### config.mk
export PLATFORM = sky130hd
export DESIGN_NAME = mbs_mem_arbiter_flat
export DESIGN_NICKNAME = d
export VERILOG_FILES = /design/src/rtl/mbs_mem_arbiter_if.sv /design/src/rtl/mbs_mem_arbiter.sv /design/src/flat_wrapper.sv
export SDC_FILE = /design/constraint.sdc
export NUM_CORES = 1
export LEC_CHECK = 0
export CORE_MARGIN = 5
export CORE_UTILIZATION = 42
export CTS_CLUSTER_DIAMETER = 100
export DETAILED_ROUTE_END_ITERATION = 10
export PLACE_DENSITY = 0.8
export SYNTH_ARGS = -nofsm -noshare
export SYNTH_HDL_FRONTEND = slang
export SYNTH_SLANG_ARGS = --single-unit
### constraint.sdc
create_clock -name clk -period 2.26 [get_ports clk]
set_input_delay 0.452 -clock clk [delete_from_list [all_inputs] [get_ports clk]]
set_output_delay 0.452 -clock clk [all_outputs]
set_load 0.02 [all_outputs]
### src/rtl/mbs_mem_arbiter_if.sv
//==============================================================================
// mbs_mem_arbiter_if : request/grant/done bundle for one memory-bus master
// Rev 1.0 - initial release
//==============================================================================
`default_nettype none

interface mbs_mem_arbiter_if #(
   parameter int ADDR_WIDTH = 32,
   parameter int DATA_WIDTH = 32
);
   logic                  req;
   logic                  we;
   logic [ADDR_WIDTH-1:0] addr;
   logic [DATA_WIDTH-1:0] wdata;
   logic                  gnt;
   logic                  done;
   logic [DATA_WIDTH-1:0] rdata;

   modport master (
      output req, we, addr, wdata,
      input  gnt, done, rdata
   );

   modport slave (
      input  req, we, addr, wdata,
      output gnt, done, rdata
   );
endinterface

`default_nettype wire

### src/rtl/mbs_mem_arbiter.sv
//==============================================================================
// mbs_mem_arbiter : CPU/DMA arbiter for a fixed-latency single-port memory bus
// Rev 1.0 - initial release
//==============================================================================
`default_nettype none

module mbs_mem_arbiter #(
   parameter int ADDR_WIDTH    = 32,
   parameter int DATA_WIDTH    = 32,
   parameter int MEM_LAT       = 2,
   parameter int STARVE_LIMIT  = 4,
   parameter int DMA_MAX_BURST = 2
) (
   input  logic                  clk,
   input  logic                  rst_n,
   mbs_mem_arbiter_if.slave      cpu,
   mbs_mem_arbiter_if.slave      dma,
   output logic                  mem_re,
   output logic                  mem_we,
   output logic [ADDR_WIDTH-1:0] mem_addr,
   output logic [DATA_WIDTH-1:0] mem_wdata,
   input  logic [DATA_WIDTH-1:0] mem_rdata
);

   localparam logic [3:0] c_mem_lat     = 4'(MEM_LAT);
   localparam logic [3:0] c_starve_lim  = 4'(STARVE_LIMIT);
   localparam logic [3:0] c_max_burst   = 4'(DMA_MAX_BURST);

   typedef enum logic [1:0] {
      ST_IDLE  = 2'd0,
      ST_ISSUE = 2'd1,
      ST_WAIT  = 2'd2,
      ST_DONE  = 2'd3
   } state_t;

   state_t                state_q,     state_d;
   logic [3:0]            wait_cnt_q,  wait_cnt_d;
   logic [3:0]            starve_cnt_q, starve_cnt_d;
   logic [3:0]            burst_cnt_q, burst_cnt_d;
   // Also identifies the owner of the transfer in flight, since it is
   // updated at the grant decision.
   logic                  last_dma_q,  last_dma_d;
   logic                  we_q,        we_d;
   logic                  cpu_gnt_q,   cpu_gnt_d;
   logic                  dma_gnt_q,   dma_gnt_d;
   logic                  cpu_done_q,  cpu_done_d;
   logic                  dma_done_q,  dma_done_d;
   logic [DATA_WIDTH-1:0] cpu_rdata_q, cpu_rdata_d;
   logic [DATA_WIDTH-1:0] dma_rdata_q, dma_rdata_d;
   logic                  mem_re_q,    mem_re_d;
   logic                  mem_we_q,    mem_we_d;
   logic [ADDR_WIDTH-1:0] mem_addr_q,  mem_addr_d;
   logic [DATA_WIDTH-1:0] mem_wdata_q, mem_wdata_d;
   logic                  dma_wins;

   always_ff @(posedge clk or negedge rst_n) begin
      if (!rst_n) begin
         state_q      <= ST_IDLE;
         wait_cnt_q   <= '0;
         starve_cnt_q <= '0;
         burst_cnt_q  <= '0;
         last_dma_q   <= 1'b0;
         we_q         <= 1'b0;
         cpu_gnt_q    <= 1'b0;
         dma_gnt_q    <= 1'b0;
         cpu_done_q   <= 1'b0;
         dma_done_q   <= 1'b0;
         cpu_rdata_q  <= '0;
         dma_rdata_q  <= '0;
         mem_re_q     <= 1'b0;
         mem_we_q     <= 1'b0;
         mem_addr_q   <= '0;
         mem_wdata_q  <= '0;
      end else begin
         state_q      <= state_d;
         wait_cnt_q   <= wait_cnt_d;
         starve_cnt_q <= starve_cnt_d;
         burst_cnt_q  <= burst_cnt_d;
         last_dma_q   <= last_dma_d;
         we_q         <= we_d;
         cpu_gnt_q    <= cpu_gnt_d;
         dma_gnt_q    <= dma_gnt_d;
         cpu_done_q   <= cpu_done_d;
         dma_done_q   <= dma_done_d;
         cpu_rdata_q  <= cpu_rdata_d;
         dma_rdata_q  <= dma_rdata_d;
         mem_re_q     <= mem_re_d;
         mem_we_q     <= mem_we_d;
         mem_addr_q   <= mem_addr_d;
         mem_wdata_q  <= mem_wdata_d;
      end
   end

   // Every output is a flop, so each phase's outputs are set up one state early.
   always_comb begin
      state_d      = state_q;
      wait_cnt_d   = wait_cnt_q;
      starve_cnt_d = starve_cnt_q;
      burst_cnt_d  = burst_cnt_q;
      last_dma_d   = last_dma_q;
      we_d         = we_q;
      cpu_gnt_d    = cpu_gnt_q;
      dma_gnt_d    = dma_gnt_q;
      cpu_done_d   = 1'b0;
      dma_done_d   = 1'b0;
      cpu_rdata_d  = cpu_rdata_q;
      dma_rdata_d  = dma_rdata_q;
      mem_re_d     = 1'b0;
      mem_we_d     = 1'b0;
      mem_addr_d   = mem_addr_q;
      mem_wdata_d  = mem_wdata_q;

      dma_wins = dma.req &&
                 (!cpu.req ||
                  (last_dma_q && (burst_cnt_q < c_max_burst)) ||
                  (starve_cnt_q >= c_starve_lim));

      case (state_q)
         ST_IDLE: begin
            if (cpu.req || dma.req) begin
               state_d = ST_ISSUE;
               if (dma_wins) begin
                  we_d         = dma.we;
                  mem_addr_d   = dma.addr;
                  mem_wdata_d  = dma.wdata;
                  dma_gnt_d    = 1'b1;
                  starve_cnt_d = '0;
                  if (!last_dma_q)
                     burst_cnt_d = 4'd1;
                  else if (burst_cnt_q >= c_max_burst)
                     burst_cnt_d = c_max_burst;
                  else
                     burst_cnt_d = burst_cnt_q + 4'd1;
                  last_dma_d   = 1'b1;
               end else begin
                  we_d         = cpu.we;
                  mem_addr_d   = cpu.addr;
                  mem_wdata_d  = cpu.wdata;
                  cpu_gnt_d    = 1'b1;
                  if (dma.req && (starve_cnt_q < c_starve_lim))
                     starve_cnt_d = starve_cnt_q + 4'd1;
                  burst_cnt_d  = '0;
                  last_dma_d   = 1'b0;
               end
               mem_re_d = ~we_d;
               mem_we_d = we_d;
            end
         end

         ST_ISSUE: begin
            wait_cnt_d = c_mem_lat;
            state_d    = ST_WAIT;
         end

         ST_WAIT: begin
            wait_cnt_d = wait_cnt_q - 4'd1;
            if (wait_cnt_q == 4'd1) begin
               state_d = ST_DONE;
               if (last_dma_q) begin
                  dma_done_d = 1'b1;
                  if (!we_q)
                     dma_rdata_d = mem_rdata;
               end else begin
                  cpu_done_d = 1'b1;
                  if (!we_q)
                     cpu_rdata_d = mem_rdata;
               end
            end
         end

         ST_DONE: begin
            cpu_gnt_d = 1'b0;
            dma_gnt_d = 1'b0;
            state_d   = ST_IDLE;
         end

         default: begin
            state_d = ST_IDLE;
         end
      endcase
   end

   assign cpu.gnt   = cpu_gnt_q;
   assign cpu.done  = cpu_done_q;
   assign cpu.rdata = cpu_rdata_q;
   assign dma.gnt   = dma_gnt_q;
   assign dma.done  = dma_done_q;
   assign dma.rdata = dma_rdata_q;
   assign mem_re    = mem_re_q;
   assign mem_we    = mem_we_q;
   assign mem_addr  = mem_addr_q;
   assign mem_wdata = mem_wdata_q;

endmodule

`default_nettype wire

### src/flat_wrapper.sv
// flat-port wrapper written by rule: the top's interface ports become plain ports
module mbs_mem_arbiter_flat 
#(
   parameter int ADDR_WIDTH    = 32,
   parameter int DATA_WIDTH    = 32,
   parameter int MEM_LAT       = 2,
   parameter int STARVE_LIMIT  = 4,
   parameter int DMA_MAX_BURST = 2
)
  (clk, rst_n, mem_re, mem_we, mem_addr, mem_wdata, mem_rdata, cpu_req, cpu_we, cpu_addr, cpu_wdata, cpu_gnt, cpu_done, cpu_rdata, dma_req, dma_we, dma_addr, dma_wdata, dma_gnt, dma_done, dma_rdata);
  mbs_mem_arbiter_if #(.ADDR_WIDTH(ADDR_WIDTH), .DATA_WIDTH(DATA_WIDTH)) cpu_i ();
  mbs_mem_arbiter_if #(.ADDR_WIDTH(ADDR_WIDTH), .DATA_WIDTH(DATA_WIDTH)) dma_i ();
  input  logic clk;
  input  logic rst_n;
  output logic mem_re;
  output logic mem_we;
  output logic [ADDR_WIDTH-1:0] mem_addr;
  output logic [DATA_WIDTH-1:0] mem_wdata;
  input  logic [DATA_WIDTH-1:0] mem_rdata;
  input wire logic [$bits(cpu_i.req)-1:0] cpu_req;
  input wire logic [$bits(cpu_i.we)-1:0] cpu_we;
  input wire logic [$bits(cpu_i.addr)-1:0] cpu_addr;
  input wire logic [$bits(cpu_i.wdata)-1:0] cpu_wdata;
  output wire logic [$bits(cpu_i.gnt)-1:0] cpu_gnt;
  output wire logic [$bits(cpu_i.done)-1:0] cpu_done;
  output wire logic [$bits(cpu_i.rdata)-1:0] cpu_rdata;
  input wire logic [$bits(dma_i.req)-1:0] dma_req;
  input wire logic [$bits(dma_i.we)-1:0] dma_we;
  input wire logic [$bits(dma_i.addr)-1:0] dma_addr;
  input wire logic [$bits(dma_i.wdata)-1:0] dma_wdata;
  output wire logic [$bits(dma_i.gnt)-1:0] dma_gnt;
  output wire logic [$bits(dma_i.done)-1:0] dma_done;
  output wire logic [$bits(dma_i.rdata)-1:0] dma_rdata;
  assign cpu_i.req = cpu_req;
  assign cpu_i.we = cpu_we;
  assign cpu_i.addr = cpu_addr;
  assign cpu_i.wdata = cpu_wdata;
  assign cpu_gnt = cpu_i.gnt;
  assign cpu_done = cpu_i.done;
  assign cpu_rdata = cpu_i.rdata;
  assign dma_i.req = dma_req;
  assign dma_i.we = dma_we;
  assign dma_i.addr = dma_addr;
  assign dma_i.wdata = dma_wdata;
  assign dma_gnt = dma_i.gnt;
  assign dma_done = dma_i.done;
  assign dma_rdata = dma_i.rdata;
  mbs_mem_arbiter #(.ADDR_WIDTH(ADDR_WIDTH), .DATA_WIDTH(DATA_WIDTH), .MEM_LAT(MEM_LAT), .STARVE_LIMIT(STARVE_LIMIT), .DMA_MAX_BURST(DMA_MAX_BURST)) u_core (.clk(clk), .rst_n(rst_n), .cpu(cpu_i), .dma(dma_i), .mem_re(mem_re), .mem_we(mem_we), .mem_addr(mem_addr), .mem_wdata(mem_wdata), .mem_rdata(mem_rdata));
endmodule
==> reports/summary.txt, run 1 <==
clock latency on the worst-skew pair - 0.42 ns
# DRC - 0
final setup fails - 0
wire length per cell - 17.7 um
port bufs - 299
post-route ant nets - 0
Total GRT Usage - 21.2%
num ports - 300
WS Path Type - reg2reg
DP Cell Count - 1080
area of the multi-input gates - 2530 um2
crit start category - flip-flop
vias per cell - 4.93
Max Slew Vio Count - 0
vias in the first global route - 5625
Pwr Density - 1390 nW/um2
Max Fclk - 512 MHz
Iteration-0 DRC Markers - 286
Gates resized, CTS repair - 0
post-synthesis instance total - 589
crit path max fanout - 32
NumNets Final - 1063
CTS tree - yes
initial antenna violation count - 0
Reg area - 3750 um2
fin crit period - 1.95 ns
DRT Pass-1 Iters - 5
largest net degree at the start of global routing - 79
layout cells sized above 1 - 12.6%
WP data arrival - 2.25 ns
Synth area leaders - dfrtp_1 57%, mux2_4 11%, nand2_1 7.6%
Die X - 135 um
Worst slew margin - 75.7%
worst r2r src - u_core.state_q[0]
TNS Setup - 0 ns
WHS - 0.490 ns
Hold Fails Final Rpt - 0
num rows - 45
min-delay worst type - reg2reg
Post-CTS Setup Bufs - 0
GPL Wtd Cong - 0.819
Routed WL - 19700 um
synthesized area per cell - 11.2 um2
Yosys top cell area share - 57.1%
register area share after synthesis - 57.1%
Synth Register Bits - 150
CTS Root Cell - clkbuf_16
status - finished, final reports clean
Die Y - 135 um
htree depth - 4
Setup crit end kind - flip-flop
initial core utilization - 43.1%
post-route non-filler standard cell count - 1113
Worst Path Required - 2.55 ns
CTS max path bufs - 2
area grow syn2layout - 59.6%
count of cell types in the netlist - 40
worst-margin pin slew - 0.362 ns
synth warn - 0
peak supply drop - 0.000768 V
Worst Setup SP - u_core.state_q[0]
CTS buffer count - 17
die footprint - 18300 um2
unrepaired setup endpoints after global routing - no
CORE AREA - 15300 um2
DR vias - 5484
Overflow after GRT - 0
TritonCTS sink count - 150
fin crit share - 86.5%
Leak - 4.61 nW
CTS clk-pin slew, worst paths - 0.07 ns
Filler cells - 1123
dpl hpwl - 14900 um
mapped cell area - 6580 um2
syn nets - 763
hold path startpoint - u_core.dma.rdata[22]
Max Cap Viol - 0
CTS Hold Bufs - 1
first-pass GRT wire length - 30100 um
area leader, netlist - dfrtp_1
Final Skew - 0.0101 ns
ant diodes - 0
[cells in the mapped netlist]
master,instances
buf_6,13
mux2_2,5
ha_1,8
nand2b_1,1
a31oi_1,65
a32o_1,1
dfrtp_1,150
a22o_1,1
nor4b_4,1
clkbuf_2,1
nand3_1,5
xor2_1,1
buf_1,3
mux2_1,12
or3b_1,1
or3_1,2
nand2_1,133
mux2_4,48
inv_1,9
buf_4,2
and2_1,3
a21o_1,1
nor3_1,1
o31ai_1,1
o21ai_0,7
a22oi_1,1
a21oi_1,5
nor4bb_1,1
mux2i_1,2
o21ai_4,1
nor2_1,75
nor4_1,2
o21ba_2,1
buf_2,12
nand3b_1,1
o32ai_1,1
clkbuf_1,9
o21a_1,1
o22ai_1,1
o22a_1,1
[cells by family (layout without fill, tap and decap cells)]
kind of cell    count (synthesis)  count (layout)  share of synthesized area (%)
flops                         150             150                           57.1
fa+ha+maj                       8               8                           1.52
compound gates                 88              88                           8.60
mux                            67              67                           14.2
xor+xnor                        1               1                          0.133
simple gates                  226             226                           13.9
buf+inv                        49             362                           4.64
[final timing paths]
check                                       endpoint  slack, ns  cells after the start
worst max-delay path            u_core.dma.rdata[26]       0.31                      6
worst min-delay path            u_core.dma.rdata[22]       0.49                      1
worst max register to register  u_core.dma.rdata[26]       0.31                      6
worst min register to register  u_core.dma.rdata[22]       0.49                      1
max in group asynchronous       u_core.mem_wdata[20]       1.08                      3
min in group asynchronous       u_core.cpu.rdata[29]       0.51                      2
[power by group]
group	switching (W)	internal, W
Clock	0.00115	0.00189
Combinational	0.00345	0.00347
Sequential	0.000699	0.00389
Total	0.00529	0.00925
[cell usage in the layout (no fill, tap or decap), drive strengths merged, types with 2 or more instances in the layout]
cell type / Yosys / final
dfrtp: 150 / 150
clkbuf: 10 / 18
nand2: 133 / 133
nor2: 75 / 75
nand3: 5 / 5
clkinvlp: 0 / 4
mux2i: 2 / 2
mux2: 65 / 65
a21oi: 5 / 5
nor4: 2 / 2
or3: 2 / 2
o21ai: 8 / 8
ha: 8 / 8
a31oi: 65 / 65
clkdlybuf4s50: 0 / 298
bufinv: 0 / 4
and2: 3 / 3
clkinv: 0 / 3
buf: 30 / 22
inv: 9 / 12
[registers in the layout (all words and copies together) (netlist names), 2 cells and up]
signal	flops
u_core.cpu.rdata	32
u_core.dma.rdata	32
u_core.mem_addr	32
u_core.mem_wdata	32
u_core.burst_cnt_q	4
u_core.starve_cnt_q	4
u_core.wait_cnt_q	4
u_core.state_q	2
[worst max-delay path, cell delays in order, from the launching register on]
cell and delay, ns:
dfrtp_1 0.39, inv_1 0.08, ha_1 0.16, nand3_1 0.14, or3_2 0.47, buf_12 0.20, mux2_1 0.34
[metrics by stage]
step / utilization (%) / instance area (um2) / total power, W / setup slack (ns)
global route: 68.8 / 10500 / 0.0154 / 0.186
detailed placement: 64.5 / 9840 / 0.0116 / 0.0224
finish: 68.8 / 10500 / 0.0145 / 0.305
CTS: 68.8 / 10500 / 0.0147 / 0.301
global placement: 64.5 / 9840 / 0.0114 / 0.0698
floorplan: - / 6580 / 0.00821 / 0.412
[metal layers]
layer,routed length (um),GRT usage (%),vias to the layer above
met1,7860,25.0,2592
met3,1760,7.28,32
met4,556,7.61,0
met2,9550,36.0,259
li1,-,-,2601
met5,0,0,-
[cell type report]
type / count / share of cell area [%]
timing repair buffer: 321 / 31.2
clock buffer: 18 / 4.19
sequential: 150 / 35.8
inverter: 9 / 0.322
multi-input combinational: 390 / 24.1
tap: 211 / 2.52
clock inverter: 14 / 1.90
Power figures use the tool's default switching activity.
==> inputs of run 2 (changes only) <==
Settings changed: CORE_UTILIZATION 42 to 43, CTS_BUF_LIST set to sky130_fd_sc_hd__clkbuf_8, GPL_TIMING_DRIVEN set to 0, PLACE_DENSITY 0.8 to 0.82, SKIP_LAST_GASP set to 1.
==> run 2 against run 1 <==
Compared with the run above:
- global-route usage is 2.0 points higher
- final area decreased by 2.5%
- first-iteration DRC count is 5.6% lower
- highest routed layer unchanged
- combinational power increased by 1%
- sequential power hardly changed
- cell count is 0.36% lower
- critical endpoint is now u_core.burst_cnt_q[0]
- hold slack worse by 0.13 ns
- core utilization down 0.94 points
- setup slack worse by 0.044 ns
- largest cell class unchanged
- die area decreased by 2.2%
- non-clock buffer count rose by 19
==> reports/summary.txt, run 2 (synthesized netlist as in run 1, its figures left out) <==
vias in the first global route - 5803 (+3.2%)
Max Cap Viol - 0 (unchanged)
TNS Setup - 0 ns (unchanged)
port bufs - 298 (-0.33%)
commonest non-fill, non-tap cell in the layout - clkdlybuf4s50_1
crit start category - flip-flop
# DRC - 0 (unchanged)
WP data arrival - 2.32 ns (+0.07 ns)
GPL Wtd Cong - 0.866 (+5.8%)
initial core utilization - 43.6% (+0.48 points)
clock latency on the worst-skew pair - 0.46 ns (+0.04 ns)
num rows - 45 (unchanged)
Filler cells - 1139 (+1.4%)
Max Fclk - 500 MHz (-2.2%)
vias per cell - 5.10 (+3.4%)
WS Path Type - reg2reg
CTS Root Cell - clkbuf_8
dpl hpwl - 16000 um (+7.3%)
DR vias - 5651 (+3.0%)
hold path startpoint - dma_req
most frequent cells in the layout - 297 x clkdlybuf4s50_1, 150 x dfrtp_1, 133 x nand2_1, 74 x nor2_1, 65 x a31oi_1
CTS buffer count - 17 (unchanged)
R2R Path End - u_core.burst_cnt_q[0]
Total GRT Usage - 23.2% (+2.0 points)
htree depth - 4 (unchanged)
Final Skew - 0.0147 ns (+0.00460 ns)
first-pass GRT wire length - 32000 um (+6.4%)
Setup WS post-layout - 0.261 ns (-0.0437 ns)
Die X - 134 um (-1.1%)
status - finished, final reports clean
Leak - 4.53 nW (-1.7%)
CTS clk-pin slew, worst paths - 0.08 ns (about the same)
Worst slew margin - 51.9% (-24 points)
Routed WL - 20800 um (+5.5%)
TritonCTS sink count - 150 (unchanged)
NumNets Final - 1082 (+1.8%)
initial antenna violation count - 0 (unchanged)
Hold Path End - u_core.starve_cnt_q[1]
CTS tree - yes
post-route non-filler standard cell count - 1109 (-0.36%)
DRT Pass-1 Iters - 6 (+1)
Hold Crit Depth - 3 (+2)
fin crit share - 88.4% (+1.9 points)
Overflow after GRT - 0 (unchanged)
Pwr Density - 1330 nW/um2 (-3.8%)
CORE AREA - 15100 um2 (-1.1%)
area grow syn2layout - 55.6%
crit path max fanout - 10 (-69%)
wire length per cell - 18.8 um (+5.9%)
num ports - 300 (unchanged)
die footprint - 17900 um2 (-2.2%)
CTS max path bufs - 2 (unchanged)
unrepaired setup endpoints after global routing - no
layout cells sized above 1 - 13.1% (+0.50 points)
fin crit period - 2.00 ns (+0.0437 ns)
post-route ant nets - 0 (unchanged)
peak supply drop - 0.000645 V (-16%)
reg2reg setup slack - 0.26 ns (-0.04 ns)
largest net degree at the start of global routing - 94 (+19%)
final instance area - 10200 um2 (-2.5%)
ant diodes - 0 (unchanged)
worst-margin pin slew - 0.713 ns (+0.352 ns)
Setup crit end kind - flip-flop
FF-to-FF path depth - 8 (+2)
Die Y - 134 um (-1.1%)
Max Slew Vio Count - 0 (unchanged)
min-delay worst type - in2reg
Design Power - 0.0136 W (-6.2%)
Hold Fails Final Rpt - 0 (unchanged)
Iteration-0 DRC Markers - 270 (-5.6%)
Place WS - -0.404 ns (-0.427 ns)
worst r2r src - u_core.state_q[0]
Area after DPL - 9820 um2 (-0.22%)
final setup fails - 0 (unchanged)
Worst Path Required - 2.58 ns (+0.03 ns)
DP Cell Count - 1076 (-0.37%)
-- run 2: cell types whose count changed in the layout (fill, tap and decap cells not counted), moves of 3 or more --
cell / change
clkbuf_1: +8
buf_12: -9
clkbuf_8: +17
clkbuf_16: -17
inv_1: +3
buf_6: +13
buf_2: +14
buf_4: -10
-- run 2: cell type report --
type	instances	area, um2	area share, %
plain buffers	40	279	2.73
clock buffers	18	248	2.42
clock inverters	14	136	1.33
inverters	9	33.8	0.330
multi-input cells	390	2530	24.7
flip-flops and latches	150	3750	36.7
well taps	188	235	2.30
repair buffers	300	3020	29.5
-- run 2: worst max path at each step --
stage | start | slack, ns | to | depth (start not counted)
6_report | u_core.state_q[0] | 0.26 | u_core.burst_cnt_q[0] | 8
4_1_cts | u_core.state_q[0] | 0.08 | u_core.burst_cnt_q[0] | 8
3_5_place_dp | cpu_req | -0.40 | u_core.mem_addr[10] | 6
2_1_floorplan | u_core.state_q[0] | 0.41 | u_core.cpu.rdata[10] | 7
3_3_place_gp | rst_n | -5.30 | u_core.mem_wdata[22] | 1
5_1_grt | u_core.state_q[0] | 0.007 | u_core.burst_cnt_q[0] | 8
-- run 2: metal layers --
layer,vias to the layer above,global-route usage (%),routed length [um]
met3,34,8.76,1990
met5,-,0,0
met4,0,8.91,602
met2,266,37.8,9960
li1,2631,-,-
met1,2720,27.9,8270
-- run 2: per-stage QoR --
step | util [%] | hold slack, ns
floorplan | - | 0.156
global placement | 64.9 | 0.467
detailed placement | 65.1 | 0.450
CTS | 67.8 | 0.339
global route | 67.8 | 0.347
finish | 67.8 | 0.361
-- run 2: report_power, final --
group / switching [W] / internal (W) / total (W) / leakage [nW]
sequential: 0.000719 / 0.00388 / 0.00460 / 1.74
clock: 0.00106 / 0.000999 / 0.00205 / 0.191
combinational: 0.00356 / 0.00343 / 0.00699 / 2.60
total: 0.00533 / 0.00832 / 0.0136 / 4.53
-- run 2: repair_timing --
| item | 4_1_cts | 5_1_grt |
|---|---|---|
| setup buffers | 0 | 0 |
| gates resized for setup | 5 | 3 |
| endpoints found under the hold margin | 57 | 0 |
| hold buffers | 1 | 0 |
| endpoints found under the setup margin | 60 | 69 |
-- run 2: critical path: stages, from the launching register on --
cell and delay, ns:
dfrtp_1 0.40, inv_1 0.09, ha_1 0.14, buf_2 0.19, inv_1 0.12, nor2_4 0.25
clkbuf_4 0.28, buf_2 0.26, o32ai_1 0.14
